[src/rtl/load_store_unit.sv]
// Byte-addressed load/store front end for a word-addressed data memory.
// One request at a time: alignment/range check, sub-word extraction and read-modify-write.
module lsu_byte_lane (
  input  logic [7:0] old_byte,
  input  logic [7:0] new_byte,
  input  logic       en,
  output logic [7:0] merged
);
  assign merged = en ? new_byte : old_byte;
endmodule

module load_store_unit #(
  parameter int size    = 32,
  parameter int MemSize = 32
) (
  input  logic            clk,
  input  logic            reset_n,
  input  logic            req_valid,
  output logic            req_ready,
  input  logic            req_write,
  input  logic [1:0]      req_size,
  input  logic            req_signed,
  input  logic [size-1:0] base,
  input  logic [size-1:0] offset,
  input  logic [size-1:0] store_data,
  output logic            resp_valid,
  output logic [size-1:0] resp_data,
  output logic            resp_fault,
  output logic [size-1:0] address,
  output logic            mem_read,
  output logic            mem_write,
  output logic [size-1:0] write_data,
  input  logic [size-1:0] read_data
);
  localparam int NUM_LANES = size / 8;
  localparam int LW        = $clog2(NUM_LANES);
  localparam logic [1:0] SZ_B = 2'b00;
  localparam logic [1:0] SZ_H = 2'b01;
  localparam logic [1:0] SZ_W = 2'b10;
  localparam logic [1:0] SZ_X = 2'b11;

  typedef enum logic [2:0] {IDLE, RD, WT, WR, RESP} state_t;

  typedef struct packed {
    logic [size-1:0] ea;
    logic            write;
    logic [1:0]      sz;
    logic            sgn;
    logic [15:0]     sdata;
  } req_t;

  state_t                     state, state_d;
  req_t                       r;
  logic [size-1:0]            ea_in, ea_cur;
  logic                       fault_in;
  logic [LW-1:0]              lane;
  logic [NUM_LANES-1:0][7:0]  merged;
  logic [7:0]                 byte_v;
  logic [15:0]                half_v;
  logic [size-1:0]            load_v;

  logic                       ready_d, rd_d, wr_d, rv_d, rf_d;
  logic [size-1:0]            addr_d, wdata_d, rdata_d;

  assign ea_in    = base + offset;
  assign fault_in = (req_size == SZ_X)
                  | ((req_size == SZ_H) && ea_in[0])
                  | ((req_size == SZ_W) && (ea_in[LW-1:0] != '0))
                  | ((ea_in >> LW) >= size'(MemSize));
  // The word-store path issues its write straight from IDLE, before r is loaded.
  assign ea_cur   = (state == IDLE) ? ea_in : r.ea;
  assign lane     = r.ea[LW-1:0];

  // Read-modify-write: each byte lane picks the stored byte or keeps the memory byte.
  for (genvar i = 0; i < NUM_LANES; i++) begin : g_lane
    logic       en;
    logic [7:0] nb;
    always_comb begin
      en = 1'b0;
      nb = r.sdata[7:0];
      if (r.sz == SZ_B) begin
        en = (lane == LW'(i));
      end else if (r.sz == SZ_H) begin
        en = (lane[LW-1:1] == (LW-1)'(i / 2));
        nb = r.sdata[8*(i%2) +: 8];
      end
    end
    lsu_byte_lane u_lane (
      .old_byte (read_data[8*i +: 8]),
      .new_byte (nb),
      .en       (en),
      .merged   (merged[i])
    );
  end

  assign byte_v = 8'(read_data >> {lane, 3'b000});
  assign half_v = 16'(read_data >> {lane[LW-1:1], 4'b0000});

  always_comb begin
    case (r.sz)
      SZ_B:    load_v = r.sgn ? {{(size-8){byte_v[7]}}, byte_v}  : {{(size-8){1'b0}}, byte_v};
      SZ_H:    load_v = r.sgn ? {{(size-16){half_v[15]}}, half_v} : {{(size-16){1'b0}}, half_v};
      default: load_v = read_data;
    endcase
  end

  always_comb begin
    state_d = state;
    unique case (state)
      IDLE: if (req_valid) begin
        if (fault_in)                          state_d = RESP;
        else if (req_write && req_size == SZ_W) state_d = WR;
        else                                   state_d = RD;
      end
      RD:      state_d = WT;
      WT:      state_d = r.write ? WR : RESP;
      WR:      state_d = RESP;
      RESP:    state_d = IDLE;
      default: state_d = IDLE;
    endcase

    // Outputs are registered, so they are decoded from the state being entered.
    ready_d = (state_d == IDLE);
    rd_d    = (state_d == RD);
    wr_d    = (state_d == WR);
    addr_d  = '0;
    if (state_d == RD || state_d == WT || state_d == WR) addr_d = ea_cur >> LW;
    wdata_d = '0;
    if (state_d == WR) wdata_d = (state == IDLE) ? store_data : merged;
    rv_d    = (state_d == RESP);
    rf_d    = (state_d == RESP) && (state == IDLE);
    rdata_d = (state == WT && state_d == RESP) ? load_v : '0;
  end

  always_ff @(posedge clk or negedge reset_n) begin
    if (!reset_n) begin
      state      <= IDLE;
      r          <= '0;
      req_ready  <= 1'b1;
      mem_read   <= 1'b0;
      mem_write  <= 1'b0;
      address    <= '0;
      write_data <= '0;
      resp_valid <= 1'b0;
      resp_fault <= 1'b0;
      resp_data  <= '0;
    end else begin
      state      <= state_d;
      req_ready  <= ready_d;
      mem_read   <= rd_d;
      mem_write  <= wr_d;
      address    <= addr_d;
      write_data <= wdata_d;
      resp_valid <= rv_d;
      resp_fault <= rf_d;
      resp_data  <= rdata_d;
      if (req_valid && state == IDLE)
        r <= '{ea: ea_in, write: req_write, sz: req_size, sgn: req_signed, sdata: store_data[15:0]};
    end
  end
endmodule
[config.mk]
export PLATFORM = sky130hd
export DESIGN_NAME = load_store_unit
export DESIGN_NICKNAME = d
export VERILOG_FILES = /design/src/rtl/load_store_unit.sv
export SDC_FILE = /design/constraint.sdc
export NUM_CORES = 1
export LEC_CHECK = 0
export BUFFER_PORTS_ARGS = -buffer_cell sky130_fd_sc_hd__buf_2
export CORE_ASPECT_RATIO = 1.2
export CORE_MARGIN = 5
export CORE_UTILIZATION = 58
export CTS_BUF_LIST = sky130_fd_sc_hd__clkbuf_4 sky130_fd_sc_hd__clkbuf_8 sky130_fd_sc_hd__clkbuf_16
export DETAILED_ROUTE_END_ITERATION = 16
export GPL_TIMING_DRIVEN = 1
export PLACE_DENSITY = 0.95
export SYNTH_ARGS = -nofsm -noshare
export SYNTH_HDL_FRONTEND = slang
export SYNTH_SLANG_ARGS = --single-unit
[constraint.sdc]
create_clock -name clk -period 4.9 [get_ports clk]
set_input_delay 0.98 -clock clk [delete_from_list [all_inputs] [get_ports clk]]
set_output_delay 0.98 -clock clk [all_outputs]
set_load 0.005 [all_outputs]
==> flow_metrics.py, run 1 <==
metrics = {
    "outcome": {
        "status": "finished clean",
    },
    "worst_hold_path": {
        "hold_end": "r[25]",
        "hold_depth": 2,
        "min_from": "r[25]",
        "worstHoldPathType": "register to register",
    },
    "route": {
        "drc": 0,
        "wl_per_cell_um": 19.5,
        "firstDrtPassIters": 5,
        "drtIter0Drc": 973,
        "drt-total-wl_um": 27000,
        "num_vias": 8465,
        "antenna_left": 0,
        "avgViaCountPerCell": 6.10,
    },
    "clocking": {
        "hold_buffers": 0,
        "cts.root.buffer_cell": "clkbuf_16",
        "clkTransAtPathRegs_ns": 0.07,
        "cts_sinks": 154,
        "htreeDepth": 4,
        "clk_latency_ns": 0.42,
        "numCtsBuffers": 17,
        "cts_tree": "done",
        "cts_buffer_depth": 2,
        "post-cts-setup-buffers": 0,
        "cts_resized": 0,
    },
    "layout": {
        "fin_cells": 1387,
        "mostFrequentLayoutCells": "232 x buf_2, 165 x a21oi_1, 153 x dfrtp_1, 107 x nor2_1, 66 x nand2_1",
        "final_common_cell": "buf_2",
        "area_growth_syn_to_layout_pct": 20.3,
        "finalCoreUtilization_pct": 71.2,
        "nets": 1336,
        "drive_gt1_share_pct": 29.7,
    },
    "power": {
        "vdd_drop_max_v": 0.000263,
        "p_per_area_nw_per_um2": 345,
        "power.leakage_uw": 0.00534,
        "total_power_uw": 3710,
    },
    "setup_path": {
        "rr_startpoint": "state[2]",
        "crit_path_end_kind": "register",
        "startpoint_type": "primary input",
        "crit_fanout": 17,
        "reg2reg_to": "address[15]",
        "r2r_slack_ns": 2.02,
        "crit_type": "primary input to register",
        "required_ns": 5.20,
        "worst_ep_arrival_time_ns": 4.71,
        "r2r.worst_path.cells": 6,
    },
    "synthesis": {
        "synth.area.mux_share_pct": 8.06,
        "synth_xor_area_share_pct": 2.36,
        "async_flop_share_pct": 100,
        "synth_ff_type": "dfrtp_1",
        "yosysWarnings": 0,
        "yosys-top-cells-area": "dfrtp_1 43%, a21oi_1 9.3%, mux2_2 4.9%",
        "yosysSeqAreaShare_pct": 43.2,
        "synthCells": 972,
        "synth_edf_count": 0,
        "synth_simple_gate_area_share_pct": 16.4,
        "avgSynthCellArea_um2": 9.18,
        "synth_compound_gate_area_share_pct": 20.5,
        "synth_top_cell_by_area": "dfrtp_1",
        "synthDistinctLibCells": 73,
        "synth_top_cell_area_share_pct": 42.9,
        "yosys_register_bits": 154,
        "syn-cell-area_um2": 8920,
        "synth_top_family_by_area": "compound AO/OA/AOI/OAI gates",
        "synthAdderAreaFrac_pct": 4.57,
    },
    "sta": {
        "grt_setup_unrepaired": "no",
        "hold_violations": 0,
        "fin_setup_tns_ns": 0,
        "finClkSkew_ns": 0.00693,
        "max_clock_freq_mhz": 227,
        "layout_min_cycle_time_ns": 4.41,
        "setup_viol": 0,
        "hold_ws_ns": 0.486,
        "timing.final.crit_share_pct": 90.0,
        "worstMarginPinSlew_ns": 1.12,
        "slew_viol_final": 0,
        "slew_headroom_pct": 25.1,
    },
    "floorplan": {
        "core-area_um2": 15100,
        "die_h_um": 146,
        "die_x_um": 123,
        "die_area_um2": 18000,
        "boundaryPins": 236,
        "initial_utilization_pct": 59.2,
        "rows": 49,
    },
    "placed_design": {
        "gp_congestion": 0.986,
        "dp_hpwl_um": 20300,
        "io_buffers": 233,
        "dpl.cell_count": 1354,
    },
    "global_route": {
        "grt_util_all_layers_pct": 29.3,
        "grt_antenna_before_repair": 1,
        "first_global_vias": 8139,
        "grt_pass1_wl_um": 41800,
        "grt_overflow": 0,
        "grt_max_degree": 94,
    },
    "flow_run": {
        "max_cap_violations": 0,
    },
}
==> flip-flops by register name, indices dropped and copies added, names as in the netlist <==
| signal | flops |
|---|---|
| r | 50 |
| resp_data | 32 |
| write_data | 32 |
| address | 30 |
| state | 3 |
| lane | 2 |
| mem_read | 1 |
| mem_write | 1 |
| req_ready | 1 |
| resp_fault | 1 |
| resp_valid | 1 |
==> worst max-delay path by stage <==
stage	startpoint	endpoint	cells after the start
2_1_floorplan	offset[0]	write_data[10]	14
3_3_place_gp	offset[0]	address[2]	15
6_report	offset[0]	address[10]	15
3_5_place_dp	offset[0]	address[1]	15
4_1_cts	offset[0]	address[0]	15
5_1_grt	offset[0]	address[1]	15
==> Yosys cell counts, drive strengths merged, types with 3 or more instances <==
library cell	count
mux2i	28
a222oi	7
a22o	7
xor2	12
o21ai	49
a31oi	8
a21oi	167
or2	4
or3	9
and2	6
o21a	9
a211o	4
dfrtp	153
and4	5
nand4	9
ha	31
nand3	16
nor3	45
nor2	109
o31a	3
nand2	67
mux2	39
nor4	3
nand2b	8
o31ai	4
nor2b	5
o211a	3
a32oi	4
a21o	7
buf	27
xnor2	12
o211ai	11
and3	3
inv	24
clkbuf	40
a211oi	7
==> power breakdown <==
group          total [µW]  leakage (µW)  internal (µW)  switching [µW]
combinational         848       0.00300            341             508
clock                1410      0.000306            826             582
sequential           1450       0.00204           1360            86.6
total                3710       0.00534           2530            1180
==> worst max-delay path: stages <==
cell	delay (ns)
buf_2	0.08
ha_1	0.19
inv_1	0.07
fa_1	0.41
nor2b_1	0.22
o31a_1	0.23
o211ai_1	0.20
a211o_1	0.36
a21bo_2	0.23
nor3b_1	0.14
o2111ai_1	0.39
nor4b_2	0.12
a21oi_2	0.62
buf_4	0.35
a21oi_1	0.11
==> area by class of cell <==
class                           count  area, µm²
Clock inverter                     15        201
Fill cell                        1149       4350
Sequential cell                   154       3850
Inverter                           24       90.1
Antenna cell                        1       2.50
Tap cell                          204        255
Timing Repair Buffer              244       1250
Clock buffer                       17        425
Multi-Input combinational cell    728       4650
==> layer usage <==
layer  part of all wire, %  track usage [%]  vias up
met5                     0                0        -
met1                    37             34.4     3970
met4                   6.0             15.4        0
li1                      -                -     3884
met3                   7.8             4.67      119
met2                    49             50.7      492
==> cells by family after synthesis <==
group	Yosys count
AO/OA/AOI/OAI	305
XOR/XNOR	24
adder cells (fa/ha/maj)	32
buffers and inverters	91
flip-flops	154
multiplexers	67
other	1
AND/OR/NAND/NOR	298
==> metrics by stage <==
step                      setup WS, ns  instance area (µm²)
after floorplan                   1.11                 8930
after global placement           0.420                10100
after detailed placement         0.208                10100
after CTS                        0.519                10700
after global routing             0.269                10700
final                            0.490                10700
No activity file was read; power rests on OpenSTA's default activity.
==> run 2: changes to the inputs <==
- RECOVER_POWER: default -> 50
==> flow_metrics.py, run 2 (synthesized netlist as in run 1, its figures left out) <==
metrics = {
    "outcome": {
        "status": "finished, violations left",
        "violations": "capacitance limit, slew limit",
    },
    "layout": {
        "mostFrequentLayoutCells": "207 x buf_2, 165 x a21oi_1, 153 x dfrtp_1, 107 x nor2_1, 66 x nand2_1",
        "regMostFlops": "r",
        "largest_reg_flops": 50,
        "area_growth_syn_to_layout_pct": 19.8,
        "nets": 1336,
        "top_regs": "r x50, resp_data x32, write_data x32",
        "finalCoreUtilization_pct": 70.9,
        "fin_area_um2": 10700,
        "drive_gt1_share_pct": 27.4,
        "final_common_cell": "buf_2",
    },
    "route": {
        "num_vias": 8440,
        "firstDrtPassIters": 8,
        "avgViaCountPerCell": 6.09,
        "drt-total-wl_um": 27100,
        "drc": 0,
        "antenna_left": 0,
        "drtIter0Drc": 1007,
        "wl_per_cell_um": 19.5,
    },
    "setup_path": {
        "crit_fanout": 17,
        "worst_ep_arrival_time_ns": 4.70,
        "required_ns": 5.20,
        "reg2reg_to": "address[15]",
        "rr_startpoint": "state[2]",
        "startpoint_type": "primary input",
        "crit_type": "primary input to register",
        "crit_path_end_kind": "register",
        "r2r.worst_path.cells": 6,
        "r2r_slack_ns": 2.00,
    },
    "clocking": {
        "cts_tree": "done",
        "htreeDepth": 4,
        "cts_buffer_depth": 2,
        "clkTransAtPathRegs_ns": 0.07,
        "cts_resized": 0,
        "cts.root.buffer_cell": "clkbuf_16",
        "numCtsBuffers": 17,
        "hold_buffers": 0,
        "cts_sinks": 154,
        "post-cts-setup-buffers": 0,
        "clk_latency_ns": 0.42,
    },
    "power": {
        "total_power_uw": 3710,
        "vdd_drop_max_v": 0.000263,
        "p_per_area_nw_per_um2": 347,
        "power.leakage_uw": 0.00522,
    },
    "floorplan": {
        "die_h_um": 146,
        "rows": 49,
        "die_x_um": 123,
        "die_area_um2": 18000,
        "initial_utilization_pct": 59.2,
        "core-area_um2": 15100,
        "boundaryPins": 236,
    },
    "sta": {
        "finClkSkew_ns": 0.00746,
        "worstMarginPinSlew_ns": 2.25,
        "hold_violations": 0,
        "slew_headroom_pct": -49.9,
        "slew_viol_final": 158,
        "timing.final.crit_share_pct": 89.9,
        "final.setup.worst_slack_ns": 0.496,
        "layout_min_cycle_time_ns": 4.40,
        "setup_viol": 0,
        "max_clock_freq_mhz": 227,
        "fin_setup_tns_ns": 0,
        "grt_setup_unrepaired": "no",
    },
    "placed_design": {
        "gp_congestion": 0.986,
        "dp_hpwl_um": 20300,
        "io_buffers": 233,
        "place_area_um2": 10100,
        "post-place-ws_ns": 0.208,
    },
    "global_route": {
        "grt_util_all_layers_pct": 29.3,
        "first_global_vias": 8139,
        "grt_antenna_before_repair": 1,
        "grt_pass1_wl_um": 41800,
        "grt_max_degree": 94,
        "grt_overflow": 0,
    },
    "flow_run": {
        "max_cap_violations": 3,
    },
    "worst_hold_path": {
        "worstHoldPathType": "register to register",
        "min_from": "r[23]",
        "hold_depth": 2,
        "hold_end": "r[23]",
    },
}
-- run 2: cell type report --
class | instances | area (µm²)
diodes | 1 | 2.50
clock buffers | 17 | 425
clock inverters | 15 | 201
fillers | 1173 | 4390
inverters | 24 | 90.1
multi-input cells | 728 | 4650
flip-flops and latches | 154 | 3850
well taps | 204 | 255
repair buffers | 244 | 1210
-- run 2: critical path: stages --
cell	delay, ns
buf_2	0.08
ha_1	0.19
inv_1	0.07
fa_1	0.41
nor2b_1	0.23
o31a_1	0.23
o211ai_1	0.20
a211o_1	0.36
a21bo_2	0.23
nor3b_1	0.14
o2111ai_1	0.39
nor4b_2	0.12
a21oi_2	0.61
buf_4	0.35
a21oi_1	0.11
-- run 2: power breakdown --
part	total (µW)	switching, µW	internal, µW
sequential	1450	87.4	1360
combinational	847	507	339
clock	1410	585	826
total	3710	1180	2530
-- run 2: per-layer routing --
metal,track usage [%],part of all wire [%],vias up,wire [µm]
met1,34.4,37,3958,10100
li1,-,-,3891,-
met3,4.67,7.9,98,2140
met5,0,0,-,0
met2,50.7,49,493,13400
met4,15.4,5.4,0,1480
-- run 2: per-stage QoR --
stage,hold slack [ns],cells
after floorplan,0.449,973
after global placement,0.460,1354
after detailed placement,0.471,1354
after CTS,0.486,1386
after global routing,0.493,1387
final,0.485,1387
-- run 2: worst max-delay path by stage --
| stage | cells past startpoint | slack (ns) | start | end |
|---|---|---|---|---|
| 6_report | 15 | 0.50 | offset[0] | address[10] |
| 5_1_grt | 15 | 0.27 | offset[0] | address[1] |
| 4_1_cts | 15 | 0.52 | offset[0] | address[0] |
| 3_5_place_dp | 15 | 0.21 | offset[0] | address[1] |
| 3_3_place_gp | 15 | 0.42 | offset[0] | address[2] |
| 2_1_floorplan | 14 | 1.11 | offset[0] | write_data[10] |
